[src/rtl/alu_dispatch.sv]
// CU-side ALU request initiator: decodes one operation, drives the ALU bus,
// waits for ALU_ready (bounded by TIMEOUT) and returns the result.
module alu_dispatch #(
   parameter int TIMEOUT = 16,
   parameter int CNT_W   = 5
) (
   input  logic        soc_clk,
   input  logic        reset,
   input  logic        req_valid,
   output logic        req_ready,
   input  logic [31:0] req_dat1,
   input  logic [31:0] req_dat2,
   input  logic [2:0]  req_funct3,
   input  logic        req_alt,
   input  logic        req_optype,
   input  logic [4:0]  req_rd,
   output logic        dat_ready,
   output logic [31:0] ALU_dat1,
   output logic [31:0] ALU_dat2,
   output logic [2:0]  ALU_opcode,
   output logic        ALU_opcode_differentiator,
   output logic        ALU_optype,
   output logic [4:0]  Instruction_to_ALU,
   input  logic [31:0] ALU_out,
   input  logic        ALU_overflow,
   input  logic        ALU_con_met,
   input  logic        ALU_zero,
   input  logic        ALU_ready,
   output logic        rsp_valid,
   input  logic        rsp_ready,
   output logic [31:0] rsp_data,
   output logic [4:0]  rsp_rd,
   output logic        rsp_con_met,
   output logic        rsp_overflow,
   output logic        rsp_zero,
   output logic        rsp_err
);

   typedef enum logic [1:0] {IDLE, SETUP, WAIT, RESP} state_t;

   localparam logic [CNT_W-1:0] LAST = CNT_W'(TIMEOUT - 1);
   localparam logic [4:0]       ILLEGAL = 5'd16;

   state_t           state;
   state_t           state_nxt;
   logic [CNT_W-1:0] cnt;
   logic [4:0]       req_code;
   logic             req_legal;
   logic             tmo;

   function automatic logic [4:0] decode(
      input logic       opt,
      input logic       alt,
      input logic [2:0] f3
   );
      logic [4:0] c;
      c = ILLEGAL;
      unique case ({opt, alt, f3})
         5'b10000: c = 5'd0;
         5'b10001: c = 5'd1;
         5'b10100: c = 5'd2;
         5'b10101: c = 5'd3;
         5'b10110: c = 5'd4;
         5'b10111: c = 5'd5;
         5'b00000: c = 5'd6;
         5'b01000: c = 5'd7;
         5'b00001: c = 5'd8;
         5'b00010: c = 5'd9;
         5'b00011: c = 5'd10;
         5'b00100: c = 5'd11;
         5'b00101: c = 5'd12;
         5'b01101: c = 5'd13;
         5'b00110: c = 5'd14;
         5'b00111: c = 5'd15;
         default:  c = ILLEGAL;
      endcase
      return c;
   endfunction

   assign req_code  = decode(req_optype, req_alt, req_funct3);
   assign req_legal = (req_code != ILLEGAL);
   assign tmo       = (cnt == LAST);
   assign req_ready = (state == IDLE);
   assign rsp_valid = (state == RESP);

   always_ff @(posedge soc_clk or posedge reset) begin
      if (reset) state <= IDLE;
      else       state <= state_nxt;
   end

   always_comb begin
      state_nxt = state;
      unique case (state)
         IDLE:    if (req_valid) state_nxt = req_legal ? SETUP : RESP;
         SETUP:   state_nxt = WAIT;
         WAIT:    if (ALU_ready || tmo) state_nxt = RESP;
         RESP:    if (rsp_ready) state_nxt = IDLE;
         default: state_nxt = IDLE;
      endcase
   end

   // ALU bus registers double as the request latches; illegal ops leave them alone
   always_ff @(posedge soc_clk or posedge reset) begin
      if (reset) begin
         cnt                       <= '0;
         dat_ready                 <= 1'b0;
         ALU_dat1                  <= '0;
         ALU_dat2                  <= '0;
         ALU_opcode                <= '0;
         ALU_opcode_differentiator <= 1'b0;
         ALU_optype                <= 1'b0;
         Instruction_to_ALU        <= '0;
         rsp_data                  <= '0;
         rsp_rd                    <= '0;
         rsp_con_met               <= 1'b0;
         rsp_overflow              <= 1'b0;
         rsp_zero                  <= 1'b0;
         rsp_err                   <= 1'b0;
      end else begin
         if (state == IDLE && req_valid) begin
            rsp_rd <= req_rd;
            if (req_legal) begin
               ALU_dat1                  <= req_dat1;
               ALU_dat2                  <= req_dat2;
               ALU_opcode                <= req_funct3;
               ALU_opcode_differentiator <= req_alt;
               ALU_optype                <= req_optype;
               Instruction_to_ALU        <= req_code;
            end else begin
               rsp_data     <= '0;
               rsp_con_met  <= 1'b0;
               rsp_overflow <= 1'b0;
               rsp_zero     <= 1'b0;
               rsp_err      <= 1'b1;
            end
         end
         if (state == SETUP) begin
            dat_ready <= 1'b1;
            cnt       <= '0;
         end
         if (state == WAIT) begin
            cnt <= cnt + 1'b1;
            if (ALU_ready) begin
               dat_ready    <= 1'b0;
               rsp_data     <= ALU_out;
               rsp_con_met  <= ALU_con_met;
               rsp_overflow <= ALU_overflow;
               rsp_zero     <= ALU_zero;
               rsp_err      <= 1'b0;
            end else if (tmo) begin
               dat_ready    <= 1'b0;
               rsp_data     <= '0;
               rsp_con_met  <= 1'b0;
               rsp_overflow <= 1'b0;
               rsp_zero     <= 1'b0;
               rsp_err      <= 1'b1;
            end
         end
      end
   end

endmodule

[config.mk]
export PLATFORM = sky130hd
export DESIGN_NAME = alu_dispatch
export DESIGN_NICKNAME = d
export VERILOG_FILES = /design/src/rtl/alu_dispatch.sv
export SDC_FILE = /design/constraint.sdc
export NUM_CORES = 1
export LEC_CHECK = 0
export CAP_MARGIN = 40
export CORE_ASPECT_RATIO = 0.8
export CORE_UTILIZATION = 40
export DETAILED_ROUTE_END_ITERATION = 10
export PLACE_DENSITY = 0.78
export SLEW_MARGIN = 0
export SYNTH_ARGS = -nofsm -noshare
export SYNTH_HDL_FRONTEND = slang
export SYNTH_SLANG_ARGS = --single-unit
[constraint.sdc]
create_clock -name soc_clk -period 12.9 [get_ports soc_clk]
set_input_delay 3.87 -clock soc_clk [delete_from_list [all_inputs] [get_ports soc_clk]]
set_output_delay 3.87 -clock soc_clk [all_outputs]
set_load 0.03 [all_outputs]
==> results of run 1 <==
[power by group through the flow]
stage | logic, µW | registers [µW] | clock network, µW
finish | 1100 | 667 | 458
global placement | 1080 | 665 | 0
global route | 1160 | 690 | 487
detailed placement | 1110 | 670 | 0
floorplan | 291 | 1010 | 0
CTS | 1110 | 669 | 469
[cells in the mapped netlist, types with 3 or more instances]
cell      number  area (µm²)
inv_1         11        41.3
nand2_1       24        90.1
mux2i_1        4        40.0
buf_2          7        35.0
nor2_1         9        33.8
a22o_1        36         315
nand2b_1       5        31.3
a21oi_1        6        30.0
ha_1          10         125
nand3_1        3        15.0
mux2_2        59         664
o21ai_0       10        50.1
clkbuf_1      10        37.5
dfrtp_1      123        3080
mux2_4        10         150
[metal layers]
metal / global-route usage [%] / vias to the layer above / wire, µm
met5: 0 / - / 0
met1: 24.6 / 1791 / 5360
li1: - / 1727 / -
met2: 32.4 / 169 / 5860
met4: 7.60 / 0 / 187
met3: 6.44 / 16 / 923
[path summary, 6_finish.rpt]
check                         startpoint           end  slack, ps  cells after the start
hold reg to reg                rsp_rd[3]     rsp_rd[3]        480                      2
setup reg to reg                state[0]  ALU_dat1[22]      10530                      7
setup / recovery           req_funct3[0]  ALU_dat1[22]       6570                     10
min in group asynchronous          reset  ALU_dat1[14]       3890                      2
max in group asynchronous          reset  rsp_data[14]       7900                      4
hold / removal                 rsp_rd[3]     rsp_rd[3]        480                      2
[worst reg2reg max path, stage by stage (launching register included)]
cell and delay [ps]:
dfrtp_1 400, inv_1 110, ha_1 280, nand2_1 310
nor2_4 180, buf_4 220, buf_16 310, mux2_2 420
[through the flow]
step                std cells  hold slack (ps)  setup slack [ps]
floorplan                 355              444              5760
global placement          716              461              6000
detailed placement        719              466              6160
CTS                       751              481              6560
global route              751              503              6380
finish                    751              477              6570
[layout make-up]
cell class,instances,area share [%]
Clock buffer,18,5.33
Clock inverter,14,1.85
Inverter,11,0.544
Multi-Input combinational cell,200,21.7
Sequential cell,123,38.3
Tap cell,148,2.30
Timing Repair Buffer,237,30.0
[kinds of logic (layout without fill, tap and decap cells)]
| group | count (synthesis) | count (layout) | share of synthesized area (%) |
|---|---|---|---|
| AND/OR/NAND/NOR | 49 | 49 | 4.49 |
| buffers and inverters | 32 | 280 | 2.97 |
| adder cells (fa/ha/maj) | 10 | 10 | 2.52 |
| AO/OA/AOI/OAI | 68 | 68 | 10.8 |
| multiplexers | 73 | 73 | 17.2 |
| flip-flops | 123 | 123 | 62.0 |
[state kept, by name (all words and copies together) (netlist names), 2 cells and up]
signal              flops
state                   2
ALU_dat2               32
rsp_data               32
rsp_rd                  5
ALU_dat1               32
cnt                     5
Instruction_to_ALU      5
ALU_opcode              3
==> impl_metrics.ini, run 1 <==
[worst_setup_path]
max_stage_delay_ps = 540
cpLargestDelayFamily = buffers and inverters
arrival_ps = 6610
crit_type = input port to flip-flop
crit_buf_inv = 4
crit_path_max_fanout = 61
critPathCaptureType = flip-flop
critPathRequiredTime_ps = 13180
crit_chain = clkdlybuf4s50_1, inv_1, ha_1, nand2b_1, a211oi_1, a2111oi_4, nor2_4, buf_4, buf_16, mux2_2
worstSetupStartpointType = input port
slowest_stage = clkdlybuf4s50_1

[floorplan]
core-area_um2 = 11800
dieArea_um2 = 12900
dieWidth_um = 127
fp.dieH_um = 102
start_util_pct = 42.1
boundaryPins = 232
num_rows = 35

[yosys]
synthArstFlopShare_pct = 100
syn_avg_cell_area_um2 = 14.0
syn-num-nets = 479
synth_area_um2 = 4960
ys_seq_elements = 123
ys_warn_count = 0
yosys_most_used_dff = dfrtp_1
synth.distinct_cells = 36
postSynthCellCount = 355
ys_seq_area_share_pct = 62.0
synth_enable_flop_cells = 0

[detailed_routing]
vias_per_cell = 4.93
drc_errors = 0
ant_nets = 0
dr.pass1.iters = 4
wl_per_cell_um = 16.4
vias = 3703
drt_iter0_drc = 151
drt_wl_total_mm = 12.3

[run_status]
status = completed

[finish]
fin_area_um2 = 8050
post-route-util_pct = 68.3
seq_area_um2 = 3080
fill_cells = 844
num-nets-final = 714
area_growth_pct = 62.1
final_cell_mix = clkdlybuf4s50_1, dfrtp_1, mux2_2
multi_input_area_um2 = 1740
final_common_cell = clkdlybuf4s50_1
layout-drive-gt1-share_pct = 18.2
antenna-diode-count = 0

[placement]
gp_congestion = 0.785
port_buffers = 231
placed_area_um2 = 7470
hpwl_mm = 8.95

[global_routing]
antenna_found_initial = 0
first_global_vias = 3762
grt_max_degree = 62
grtUsageTotal_pct = 19.8
overflow = 0
grt_pass1_wl_mm = 19.4

[timing]
fin_worst_skew_ps = 10.4
tightest_slew_ps = 607
slew_violations = 0
fmaxAchievable_mhz = 158
fin_setup_tns_ps = 0
grt_setup_unrepaired = false
period_minus_slack_ps = 6330
finalSetupViolations = 0
fin_crit_sh_pct = 49.1
hold_viol = 0
slew_headroom_pct = 59.5

[pwr]
pwr-share-comb_pct = 49.5
power_uw = 2230
seq_power_share_pct = 29.9
switchingPower_uw = 863
pwr-share-clk_pct = 20.6
cellPowerDensity_nw_per_um2 = 277
switching_share_pct = 38.7
ir_drop_mv = 0.149
p_int_uw = 1360
leakagePower_uw = 0.00346

[clocking]
cts_buffers = 17
postCtsHoldBufs = 0
cts_max_level = 4
cts_tree = yes
cts_root_buffer = clkbuf_16
cts_sinks = 123
clockBufferDepth = 2
cts_resized = 0
post-cts-setup-buffers = 0
insertion_delay_ps = 400
clk_pin_slew_ps = 60

[min_path]
holdCritPathClass = flip-flop to flip-flop

[flow_run]
maxCapViolCount = 0
No activity file was read; power rests on OpenSTA's default activity.
==> run 2, diff against run 1 <==
CORE_UTILIZATION = 37   (was 40)
PLACE_DENSITY = 0.76   (was 0.78)
clock period = 5.27 ns   (was 12.9 ns; I/O delays follow)
==> impl_metrics.ini, run 2 (synthesized netlist as in run 1, its figures left out) <==
[finish]
layout-drive-gt1-share_pct = 17.5
fin_area_um2 = 8080
final_common_cell = clkdlybuf4s50_1
antenna-diode-count = 0
final_cell_mix = clkdlybuf4s50_1, dfrtp_1, mux2_2
num-nets-final = 713
area_growth_pct = 62.7
top_regs = ALU_dat1 x32, ALU_dat2 x32, rsp_data x32
fill_cells = 967

[global_routing]
antenna_found_initial = 0
overflow = 0
grt_max_degree = 70
grt_pass1_wl_mm = 19.7
grtUsageTotal_pct = 18.5
first_global_vias = 3759

[timing]
tightest_slew_ps = 564
finalSetupViolations = 0
period_minus_slack_ps = 3880
fin_crit_sh_pct = 73.7
slew_headroom_pct = 62.4
slew_violations = 0
holdWs_ps = 480
grt_setup_unrepaired = false
hold_viol = 0
fin_worst_skew_ps = 6.92
fin_setup_tns_ps = 0
fmaxAchievable_mhz = 258

[floorplan]
dieArea_um2 = 13900
start_util_pct = 38.3
num_rows = 37
boundaryPins = 232
dieWidth_um = 131
fp.dieH_um = 106
core-area_um2 = 13000

[clocking]
insertion_delay_ps = 400
cts_max_level = 4
clockBufferDepth = 2
cts_buffers = 17
cts_resized = 0
clk_pin_slew_ps = 50
postCtsHoldBufs = 0
cts_sinks = 123
cts_root_buffer = clkbuf_16
post-cts-setup-buffers = 0
cts_tree = yes

[detailed_routing]
wl_per_cell_um = 15.8
ant_nets = 0
drt_iter0_drc = 124
drt_wl_total_mm = 12.3
drc_errors = 0
dr.pass1.iters = 4
vias = 3703
vias_per_cell = 4.78

[placement]
gp_congestion = 0.832
placed_area_um2 = 7490
port_buffers = 231
hpwl_mm = 8.75

[pwr]
leakagePower_uw = 0.00346
switchingPower_uw = 2080
ir_drop_mv = 0.308
seq_power_share_pct = 29.9
p_int_uw = 3410
pwr-share-comb_pct = 49.0
cellPowerDensity_nw_per_um2 = 679
pwr-share-clk_pct = 21.1
switching_share_pct = 37.9

[worst_setup_path]
crit_buf_inv = 3
reg2reg_to = ALU_dat1[8]
cpLargestDelayFamily = buffers and inverters
worstSetupStartpointType = input port
rr_worst_depth = 6
crit_type = input port to flip-flop
crit_path_max_fanout = 69
slowest_stage = clkdlybuf4s50_1
max_stage_delay_ps = 550
critPathCaptureType = flip-flop
rrSetupSlack_ps = 3040
arrival_ps = 4160
r2r_start = state[0]
crit_chain = clkdlybuf4s50_1, inv_1, ha_1, nand2b_1, a211oi_1, a2111oi_4, nor2_4, buf_12, mux2_2
critPathRequiredTime_ps = 5550

[flow_run]
maxCapViolCount = 0

[run_status]
status = completed

[min_path]
min_path_cells = 1
holdCritPathClass = flip-flop to flip-flop
whs_endpoint = cnt[3]
hold_start = cnt[3]
-- run 2: worst max path at each step --
stage | start | to | slack (ps) | cells past startpoint
after global routing | req_funct3[1] | ALU_dat2[29] | 1260 | 9
final | req_funct3[1] | ALU_dat1[8] | 1390 | 9
after CTS | req_funct3[1] | ALU_dat1[21] | 1410 | 9
after floorplan | reset | ALU_dat1[0] | 420 | 1
after global placement | req_funct3[1] | ALU_dat2[29] | 1050 | 9
after detailed placement | req_funct3[1] | ALU_dat1[15] | 980 | 9
-- run 2: area by class of cell --
class                      count  area [µm²]  area share [%]
sequential                   123        3080            38.1
multi-input combinational    200        1740            21.6
tap                          175         219            2.71
timing repair buffer         236        2400            29.7
inverter                      11        43.8           0.542
clock buffer                  22         474            5.87
clock inverter                 7         116            1.44
-- run 2: worst reg2reg max path: stages, from the launching register on --
cell	delay [ps]
dfrtp_1	400
inv_1	110
ha_1	280
nand2_1	320
nor2_4	210
buf_12	320
mux2_2	460
-- run 2: power groups by stage --
stage | Sequential [µW] | Clock [µW] | Combinational [µW]
after floorplan | 2470 | 0 | 712
after global placement | 1630 | 0 | 2650
after detailed placement | 1650 | 0 | 2700
after CTS | 1650 | 1190 | 2710
after global routing | 1700 | 1230 | 2810
final | 1640 | 1160 | 2680
-- run 2: routing by layer --
| layer | up-vias | share of wire, % | GRT usage, % |
|---|---|---|---|
| met1 | 1800 | 45 | 23.4 |
| met3 | 13 | 6.5 | 6.30 |
| li1 | 1731 | - | - |
| met4 | 0 | 1.4 | 7.06 |
| met5 | - | 0 | 0 |
| met2 | 159 | 48 | 29.1 |
-- run 2: through the flow --
stage                     worst slack [ps]  power (µW)  util (%)  std cells
after floorplan                        418        3190         -        355
after global placement                1050        4280      57.4        743
after detailed placement               983        4350      57.8        745
after CTS                             1410        5540      62.3        774
after global routing                  1260        5740      62.3        774
final                                 1390        5480      62.3        774
==> run 3, diff against run 2 <==
clock period = 3.45 ns   (was 5.27 ns; I/O delays follow)
==> impl_metrics.ini, run 3 (synthesized netlist as in run 1, its figures left out) <==
[run_status]
status = completed

[floorplan]
start_util_pct = 38.3
num_rows = 37
dieArea_um2 = 13900
boundaryPins = 232
core-area_um2 = 13000
dieWidth_um = 131
fp.dieH_um = 106

[finish]
layout-drive-gt1-share_pct = 19.7
fin_area_um2 = 8240
final_cell_count_no_fill = 793
area_growth_pct = 66.1
antenna-diode-count = 0
final_common_cell = clkdlybuf4s50_1
final_cell_mix = clkdlybuf4s50_1, dfrtp_1, mux2_2
num-nets-final = 730
top_regs = ALU_dat1 x32, ALU_dat2 x32, rsp_data x32

[timing]
slew_violations = 0
fin_worst_skew_ps = 12.6
grt_setup_unrepaired = false
fmaxAchievable_mhz = 318
fin_setup_tns_ps = 0
hold_viol = 0
tightest_slew_ps = 702
period_minus_slack_ps = 3140
fin_crit_sh_pct = 91.1
finalSetupViolations = 0
slew_headroom_pct = 53.2
setup_ws_ps = 307

[detailed_routing]
ant_nets = 0
wl_per_cell_um = 15.7
vias = 3714
drt-met1-wl_mm = 5.61
dr.pass1.iters = 4
wl_met2_mm = 5.70
vias_per_cell = 4.68
drt_iter0_drc = 121
drc_errors = 0
met3_length_um = 980
drt_wl_total_mm = 12.5
highest_layer = met4

[placement]
pre_cts_ws_ps = -72.0
hpwl_mm = 8.89
port_buffers = 231
gp_congestion = 0.826
place_inst = 762
placed_area_um2 = 7620

[pwr]
switchingPower_uw = 3200
power_uw = 8520
p_int_uw = 5320
pwr-share-clk_pct = 21.9
pwr-share-comb_pct = 48.7
seq_power_share_pct = 29.5
switching_share_pct = 37.5
cellPowerDensity_nw_per_um2 = 1030
leakagePower_uw = 0.00356
ir_drop_mv = 0.496

[global_routing]
overflow = 0
grtUsageTotal_pct = 19.3
grt_max_degree = 67
first_global_vias = 3973
antenna_found_initial = 0
grt_pass1_wl_mm = 20.5

[flow_run]
maxCapViolCount = 0

[clocking]
cts_sinks = 123
cts_tree = yes
cts_resized = 0
cts_max_level = 4
postCtsHoldBufs = 0
cts_root_buffer = clkbuf_16
clockBufferDepth = 2
clk_pin_slew_ps = 50
post-cts-setup-buffers = 0
insertion_delay_ps = 410
cts_buffers = 17

[worst_setup_path]
arrival_ps = 3430
worstSetupStartpointType = input port
critPathRequiredTime_ps = 3740
crit_path_max_fanout = 26
critPathCaptureType = flip-flop
crit_type = input port to flip-flop

[min_path]
holdCritPathClass = flip-flop to flip-flop
-- run 3: changes by cell type in the layout (fill, tap and decap cells not counted) --
| cell | change |
|---|---|
| inv_4 | -1 |
| buf_16 | -1 |
| bufinv_16 | +1 |
| clkinvlp_4 | +1 |
| buf_4 | +16 |
| buf_12 | +3 |
| clkinv_4 | -1 |
| clkbuf_1 | +2 |
| buf_8 | -1 |
-- run 3: path summary, 6_finish.rpt --
path / slack, ps / to / startpoint / depth (start not counted)
worst max register to register: 1520 / rsp_data[18] / cnt[0] / 8
min in group asynchronous: 1070 / rsp_data[25] / reset / 3
worst min-delay path: 490 / rsp_rd[2] / rsp_rd[2] / 2
max in group asynchronous: 1730 / ALU_opcode_differentiator / reset / 3
worst min register to register: 490 / rsp_rd[2] / rsp_rd[2] / 2
worst max-delay path: 310 / ALU_dat1[0] / req_funct3[1] / 11
-- run 3: metal layers --
layer,global-route usage (%),vias up
met3,7.22,16
met5,0,-
met4,6.73,0
met2,30.1,176
met1,24.7,1748
li1,-,1774
-- run 3: power groups by stage --
stage               Combinational (µW)  Clock, µW  Sequential, µW
finish                            4150       1860            2510
global route                      4370       1970            2610
CTS                               4190       1900            2520
detailed placement                4180          0            2510
global placement                  4100          0            2490
floorplan                         1090          0            3780
-- run 3: cell type report --
type,count,area [µm²]
Inverter,11,45.0
Tap cell,175,219
Clock inverter,7,138
Fill cell,967,4720
Sequential cell,123,3080
Clock buffer,24,482
Timing Repair Buffer,253,2540
Multi-Input combinational cell,200,1740
-- run 3: worst max-delay path: stages --
cell and delay (ps):
clkdlybuf4s50_1 480, inv_1 70, ha_1 300, nand2b_1 150, a211oi_1 220, buf_4 170, a2111oi_4 50, buf_4 170
nor2_4 190, buf_12 220, mux2_2 360
-- run 3: stage by stage --
stage	hold slack, ps	utilization [%]
2_1_floorplan	444	-
3_3_place_gp	458	58.8
3_5_place_dp	475	58.8
4_1_cts	488	63.6
5_1_grt	510	63.6
6_report	486	63.6
